## src/rtl/urv_divider_ctrl_pkg.sv

```systemverilog
// -----------------------------------------------------------------------------
// urv_divider_ctrl_pkg
//   Shared definitions for the RV32M iterative divider:
//     - FUNC_* : x_fun_i encodings for DIV/DIVU/REM/REMU
//     - RD_SOURCE_DIVIDE : writeback source select that decode uses for divide ops
//     - div_state_t : sequencer state encodings (DIV_ST_*)
//     - helpers classifying a function code as signed / remainder
// -----------------------------------------------------------------------------
package urv_divider_ctrl_pkg;

    localparam int DATA_W = 32;

    localparam logic [2:0] FUNC_DIV  = 3'b100;
    localparam logic [2:0] FUNC_DIVU = 3'b101;
    localparam logic [2:0] FUNC_REM  = 3'b110;
    localparam logic [2:0] FUNC_REMU = 3'b111;

    localparam logic [2:0] RD_SOURCE_DIVIDE = 3'd4;

    typedef enum logic [2:0] {
        DIV_ST_IDLE = 3'd0,
        DIV_ST_PREP = 3'd1,
        DIV_ST_ITER = 3'd2,
        DIV_ST_FIX  = 3'd3,
        DIV_ST_DONE = 3'd4
    } div_state_t;

    function automatic logic is_signed_op(input logic [2:0] fun);
        return (fun == FUNC_DIV) || (fun == FUNC_REM);
    endfunction

    function automatic logic is_rem_op(input logic [2:0] fun);
        return (fun == FUNC_REM) || (fun == FUNC_REMU);
    endfunction

endpackage

```

## src/rtl/urv_div_step.sv

```systemverilog
// -----------------------------------------------------------------------------
// urv_div_step
//   Combinational restoring shift-subtract step retiring BITS quotient bits.
//   The dividend is held in the quotient register and shifted out MSB-first
//   into the partial remainder while quotient bits shift in at the LSB.
// Ports:
//   rem_i     in  32  partial remainder (always < divisor, or any value if divisor 0)
//   quot_i    in  32  remaining dividend bits / quotient bits so far
//   divisor_i in  32  divisor magnitude
//   rem_o     out 32  next partial remainder
//   quot_o    out 32  next dividend/quotient register
// -----------------------------------------------------------------------------
module urv_div_step
    import urv_divider_ctrl_pkg::*;
#(
    parameter int BITS = 1
) (
    input  logic [DATA_W-1:0] rem_i,
    input  logic [DATA_W-1:0] quot_i,
    input  logic [DATA_W-1:0] divisor_i,
    output logic [DATA_W-1:0] rem_o,
    output logic [DATA_W-1:0] quot_o
);

    logic [DATA_W-1:0] r;
    logic [DATA_W-1:0] q;
    logic [DATA_W:0]   trial;

    always_comb begin
        r     = rem_i;
        q     = quot_i;
        trial = '0;
        for (int b = 0; b < BITS; b++) begin
            // 33-bit trial value: remainder shifted left with next dividend bit
            trial = {r, q[DATA_W-1]};
            q     = {q[DATA_W-2:0], 1'b0};
            if (trial >= {1'b0, divisor_i}) begin
                trial = trial - {1'b0, divisor_i};
                q[0]  = 1'b1;
            end
            // After a subtract trial < divisor; without one trial < divisor as
            // well, so the top bit is always zero here.
            r = trial[DATA_W-1:0];
        end
        rem_o  = r;
        quot_o = q;
    end

endmodule

```

## src/rtl/urv_divider_ctrl.sv

```systemverilog
// -----------------------------------------------------------------------------
// urv_divider_ctrl
//   Sequencer and datapath for iterative RV32M DIV/DIVU/REM/REMU in the execute
//   stage. Accepts one op from X, requests a stall while iterating, and returns
//   a registered 32-bit result for writeback.
//
//   Optional feature macro: URV_DIV_EARLY_OUT_EN
//     defined   - divide by zero skips the iterations (done 3 cycles after accept)
//     undefined - constant latency for every op
//
// Ports:
//   clk_i          in   1   clock
//   rst_n_i        in   1   asynchronous reset, active low
//   x_start_i      in   1   X holds a valid divide op (level, held while stalled)
//   x_stall_i      in   1   pipeline held by another source
//   x_kill_i       in   1   flush X; aborts any operation in progress
//   x_fun_i        in   3   100 DIV, 101 DIVU, 110 REM, 111 REMU
//   x_rs1_i        in   32  dividend
//   x_rs2_i        in   32  divisor
//   x_stall_req_o  out  1   stall request (combinational)
//   x_done_o       out  1   result valid for writeback
//   x_result_o     out  32  quotient or remainder
// -----------------------------------------------------------------------------
module urv_divider_ctrl
    import urv_divider_ctrl_pkg::*;
#(
    parameter int BITS_PER_CYCLE = 1
) (
    input  logic              clk_i,
    input  logic              rst_n_i,
    input  logic              x_start_i,
    input  logic              x_stall_i,
    input  logic              x_kill_i,
    input  logic [2:0]        x_fun_i,
    input  logic [DATA_W-1:0] x_rs1_i,
    input  logic [DATA_W-1:0] x_rs2_i,
    output logic              x_stall_req_o,
    output logic              x_done_o,
    output logic [DATA_W-1:0] x_result_o
);

    localparam int         N_ITER    = DATA_W / BITS_PER_CYCLE;
    localparam logic [4:0] ITER_LAST = 5'(N_ITER - 1);

    div_state_t        state, state_nxt;
    logic [2:0]        fun_q;
    logic [DATA_W-1:0] rs1_q, rs2_q;
    logic [DATA_W-1:0] divisor_q, quot_q, rem_q, result_q;
    logic [4:0]        cnt_q;
    logic              q_neg_q, r_neg_q, dbz_q;
    logic [DATA_W-1:0] step_rem, step_quot;
    logic              accept;

    function automatic logic [DATA_W-1:0] neg_if(input logic cond,
                                                 input logic [DATA_W-1:0] v);
        return cond ? (~v + 1'b1) : v;
    endfunction

    assign accept        = (state == DIV_ST_IDLE) && x_start_i && !x_kill_i;
    assign x_stall_req_o = x_start_i && (state != DIV_ST_DONE) && !x_kill_i;
    assign x_done_o      = (state == DIV_ST_DONE);
    assign x_result_o    = result_q;

    urv_div_step #(
        .BITS      (BITS_PER_CYCLE)
    ) u_step (
        .rem_i     (rem_q),
        .quot_i    (quot_q),
        .divisor_i (divisor_q),
        .rem_o     (step_rem),
        .quot_o    (step_quot)
    );

    always_ff @(posedge clk_i or negedge rst_n_i) begin
        if (!rst_n_i) state <= DIV_ST_IDLE;
        else          state <= state_nxt;
    end

    always_comb begin
        state_nxt = state;
        if (x_kill_i) begin
            state_nxt = DIV_ST_IDLE;
        end else begin
            case (state)
                DIV_ST_IDLE: if (x_start_i) state_nxt = DIV_ST_PREP;
`ifdef URV_DIV_EARLY_OUT_EN
                DIV_ST_PREP: state_nxt = (rs2_q == '0) ? DIV_ST_FIX : DIV_ST_ITER;
`else
                DIV_ST_PREP: state_nxt = DIV_ST_ITER;
`endif
                DIV_ST_ITER: if (cnt_q == '0) state_nxt = DIV_ST_FIX;
                DIV_ST_FIX:  state_nxt = DIV_ST_DONE;
                // Holding in DONE while stalled keeps the still-present op
                // from being accepted a second time.
                DIV_ST_DONE: if (!x_stall_i) state_nxt = DIV_ST_IDLE;
                default:     state_nxt = DIV_ST_IDLE;
            endcase
        end
    end

    always_ff @(posedge clk_i or negedge rst_n_i) begin
        if (!rst_n_i) begin
            fun_q     <= '0;
            rs1_q     <= '0;
            rs2_q     <= '0;
            divisor_q <= '0;
            quot_q    <= '0;
            rem_q     <= '0;
            cnt_q     <= '0;
            q_neg_q   <= 1'b0;
            r_neg_q   <= 1'b0;
            dbz_q     <= 1'b0;
            result_q  <= '0;
        end else begin
            case (state)
                DIV_ST_IDLE: begin
                    if (accept) begin
                        fun_q <= x_fun_i;
                        rs1_q <= x_rs1_i;
                        rs2_q <= x_rs2_i;
                    end
                end
                DIV_ST_PREP: begin
                    // Unsigned core works on magnitudes; signs are reapplied in FIX.
                    q_neg_q   <= is_signed_op(fun_q) && (rs1_q[DATA_W-1] ^ rs2_q[DATA_W-1]);
                    r_neg_q   <= is_signed_op(fun_q) && rs1_q[DATA_W-1];
                    quot_q    <= neg_if(is_signed_op(fun_q) && rs1_q[DATA_W-1], rs1_q);
                    divisor_q <= neg_if(is_signed_op(fun_q) && rs2_q[DATA_W-1], rs2_q);
                    rem_q     <= '0;
                    cnt_q     <= ITER_LAST;
                    dbz_q     <= (rs2_q == '0);
                end
                DIV_ST_ITER: begin
                    rem_q  <= step_rem;
                    quot_q <= step_quot;
                    if (cnt_q != '0) cnt_q <= cnt_q - 5'd1;
                end
                DIV_ST_FIX: begin
                    // Zero divisor takes the architectural result directly; the
                    // core's values may be partial when iterations were skipped.
                    if (!x_kill_i) begin
                        if (dbz_q)
                            result_q <= is_rem_op(fun_q) ? rs1_q : '1;
                        else if (is_rem_op(fun_q))
                            result_q <= neg_if(r_neg_q, rem_q);
                        else
                            result_q <= neg_if(q_neg_q, quot_q);
                    end
                end
                default: ;
            endcase
        end
    end

endmodule
```

## config.mk

```make
export PLATFORM = sky130hd
export DESIGN_NAME = urv_divider_ctrl
export DESIGN_NICKNAME = d
export VERILOG_FILES = /design/src/rtl/urv_divider_ctrl_pkg.sv /design/src/rtl/urv_div_step.sv /design/src/rtl/urv_divider_ctrl.sv
export SDC_FILE = /design/constraint.sdc
export NUM_CORES = 1
export LEC_CHECK = 0
export CAP_MARGIN = 0
export CORE_MARGIN = 2
export CORE_UTILIZATION = 50
export DETAILED_ROUTE_END_ITERATION = 10
export GPL_TIMING_DRIVEN = 0
export PLACE_DENSITY = 0.7
export SLEW_MARGIN = 40
export SYNTH_ARGS = -nofsm -noshare
export SYNTH_HDL_FRONTEND = slang
export SYNTH_HIERARCHICAL = 1
export SYNTH_SLANG_ARGS = --single-unit
```

## constraint.sdc

```tcl
create_clock -name clk_i -period 4 [get_ports clk_i]
set_input_delay 0.8 -clock clk_i [delete_from_list [all_inputs] [get_ports clk_i]]
set_output_delay 0.8 -clock clk_i [all_outputs]
set_load 0.05 [all_outputs]
```

==> qor.txt <==
Crit-path most repeated cell: a21o_1
WP buf/inv: 1
Residual DRC: 0
Area growth syn-to-layout: 18.3%
Gp weighted congestion: 0.958
Clock power share: 17.3%
Clock latency on the worst-skew pair: 0.55 ns
Global-route wire length before repair: 64.4 mm
Die width: 168 um
Unrepaired setup endpoints after global routing: false
Core ar.: 26700 sq um
Via count: 12000
Initial Util: 50.5%
DIE HEIGHT: 168 um
Die area: 28300 sq um
Cell Int Power: 7.61 mW
Routed len/inst: 20.7 um
Final Hold Viols: 0
Initial DRC count: 1085
Top sig layer: met4
Antenna viol nets, final: 0
Cts hold-fix bufs: 0
Max_cap viols: 0
Most common cell after layout, fill and taps aside: dfrtp_1
Worst Path Required: 4.43 ns
Sw Share: 46.2%
Post-CTS sizing: 0
Detailed Route WL: 40.4 mm
Count of final max-slew check failures: 0
Syn_nets: 1568
DRT Pass-1 Iters: 5
Number of vias per cell: 6.16
Clock transition at the registers of the reported paths: 0.07 ns
Outcome: completed
Setup WS pre-CTS: 0.387 ns
Sequential fraction of the synthesis area: 38.2%
Yosys warning count: 6
Met3 WL post-DR: 3.19 mm
Syn_area_per_cell: 9.25 sq um
Pwr dens: 886 nW/um^2
Syn Inst Count: 1458
Max stage delay on crit path: 0.52 ns
Root buffer cell: clkbuf_16
Setup Fix Bufs, Post-CTS: 0
Combinational share of power: 54.5%
Nets@finish: 1703
Max IR drop VDD: 359 uV
Hold_ws: 0.0420 ns
Worst path slowest cell: dfrtp_1
Gr ovfl total: 0
H-tree depth: 1
Kind of critical path: flip-flop to flip-flop
FP Rows: 60
Leakage: 6.78 nW
Worst-path cell chain: ha_1 > a21o_1 > a21o_1 > a21oi_1 > o22ai_1 > nor4_1 > o21ai_1 > o32ai_4 > buf_6 > mux2_1 > a22o_1
Layout cell share with drive strength beyond 1: 11.0%
Hold Path Class: input pin to async pin
Gr usage total: 28.6%
Final Skew: 0.0115 ns
Worst relative slew slack: 43.5%
Min Tclk post-route: 3.67 ns
Met1 Wirelength: 18.3 mm
IO Count: 106
Diodes inserted: 0
Fin area: 16000 sq um
Clk sinks: 206
#FFs+latches synth: 206
Placed Area: 15100 sq um
Largest fanout on the critical path: 10
Synth Flop Type: dfrtp_1
Most frequent cells in the layout: dfrtp_1, nand2_1, o21ai_0
Largest net degree at the start of global routing: 74
Clock tree buffer depth: 3
Asr flop ratio synth: 100%
Seq pwr share: 28.2%
Max Freq: 272 MHz
Data arrival time of the worst path: 4.10 ns
Count of input and output buffers: 105
CP delay by family, top: compound AO/OA/AOI/OAI gates
Post-synth EDFFs: 0
Final setup violating endpoints: 0
Met2 wire length: 17.6 mm
Final HPWL DP: 30.8 mm
Startpoint Class: flip-flop
Worst slew pin tran: 0.844 ns
Critical Path Sink Type: flip-flop
Final worst path period share: 91.8%
Vias in the first global route: 11500
Netlist cell types: 78
Post-Syn Area: 13500 sq um
Worst Slack Setup Final: 0.327 ns
Switch Pwr: 6.52 mW
Cts bufs inserted: 25
Initial antenna violation count: 0
Setup TNS: 0 ns
TritonCTS clock tree: built
-- layer usage --
| layer | track usage (%) | up-vias |
|---|---|---|
| met1 | 41.8 | 5845 |
| met5 | 0 | - |
| met4 | 8.77 | 0 |
| met2 | 43.8 | 532 |
| met3 | 4.63 | 75 |
| li1 | - | 5568 |
-- kinds of logic after synthesis --
kind of cell | after synthesis | share of synthesized area (%)
xor gates and xnor gates | 137 | 8.89
buffers and inverters | 169 | 5.81
DFF | 206 | 38.2
adders and majority gates | 38 | 3.58
muxes | 105 | 8.68
and+or+nand+nor | 379 | 13.8
AOI/OAI and AO/OA | 424 | 21.1
-- path summary, 6_finish.rpt --
kind,start,end,slack (ns),cells after the start
max,rem_q[13],rem_q[27],0.33,11
min,rst_n_i,rem_q[24],0.04,1
max reg2reg,rem_q[13],rem_q[27],0.33,11
min reg2reg,divisor_q[5],divisor_q[5],0.47,2
max in group asynchronous,rst_n_i,x_result_o[4],3.04,3
min in group clk_i,divisor_q[5],divisor_q[5],0.47,2
-- metrics by stage --
step	total power [mW]	util, %	std cells
floorplan	9.34	-	1458
global placement	11.4	56.0	1904
detailed placement	11.5	56.4	1907
CTS	14.0	59.7	1952
global route	15.1	59.7	1952
finish	14.1	59.7	1952
-- synthesized netlist by cell type, drive strengths merged, types with 4 or more instances --
cell type,count,share of area (%)
buf,44,2.3
nor4,18,0.88
o221ai,6,0.44
o31ai,35,2.0
or3,12,0.56
dfrtp,206,38
nor3,32,1.2
nand4,17,0.79
a21oi,67,2.6
nand3b,4,0.22
nand3,21,0.78
a22oi,27,1.5
o22ai,23,1.1
inv,59,1.6
a21o,17,0.95
or4,11,0.67
a22o,34,2.2
or2,6,0.28
xnor2,85,5.5
a211oi,10,0.56
nor2,83,2.3
xor2,52,3.4
o41ai,18,1.5
a31oi,11,0.51
mux2i,9,0.67
o21a,6,0.33
nor3b,6,0.33
nor2b,7,0.32
o21bai,4,0.22
mux2,96,8.0
nand2b,6,0.28
a32o,5,0.37
and3,6,0.28
and2,8,0.37
ha,37,3.4
o21ai,138,5.1
nand2,129,3.6
clkbuf,66,1.8
-- area by class of cell --
class,instances,area [sq um]
buffer,110,564
tap,341,427
multi-input combinational,1083,7560
timing repair buffer,108,1140
clock buffer,33,706
clock inverter,12,185
fill,2339,10800
sequential,206,5150
inverter,59,221
-- worst reg2reg max path, delay by kind of cell (launching register included) --
kind / cells / cell delay (ns)
muxes: 1 / 0.35
buffers and inverters: 1 / 0.26
and+or+nand+nor: 1 / 0.38
adders and majority gates: 1 / 0.44
DFF: 1 / 0.52
AOI/OAI and AO/OA: 7 / 1.61
-- power groups by stage --
stage          Clock (mW)  Combinational, mW  Sequential (mW)
4_1_cts              2.49               7.60             3.94
5_1_grt              2.57               8.40             4.09
3_3_place_gp            0               7.43             3.94
3_5_place_dp            0               7.57             3.97
2_1_floorplan           0               5.24             4.10
6_report             2.45               7.70             3.98
-- sequential cells by signal, indices dropped and copies added, names as in the netlist --
signal / cells
fun_q: 3
x_result_o: 32
rem_q: 32
r_neg_q: 1
rs1_q: 32
q_neg_q: 1
dbz_q: 1
rs2_q: 32
divisor_q: 32
cnt_q: 5
state: 3
quot_q: 32
Note: power is estimated with default switching activity, not from simulation.
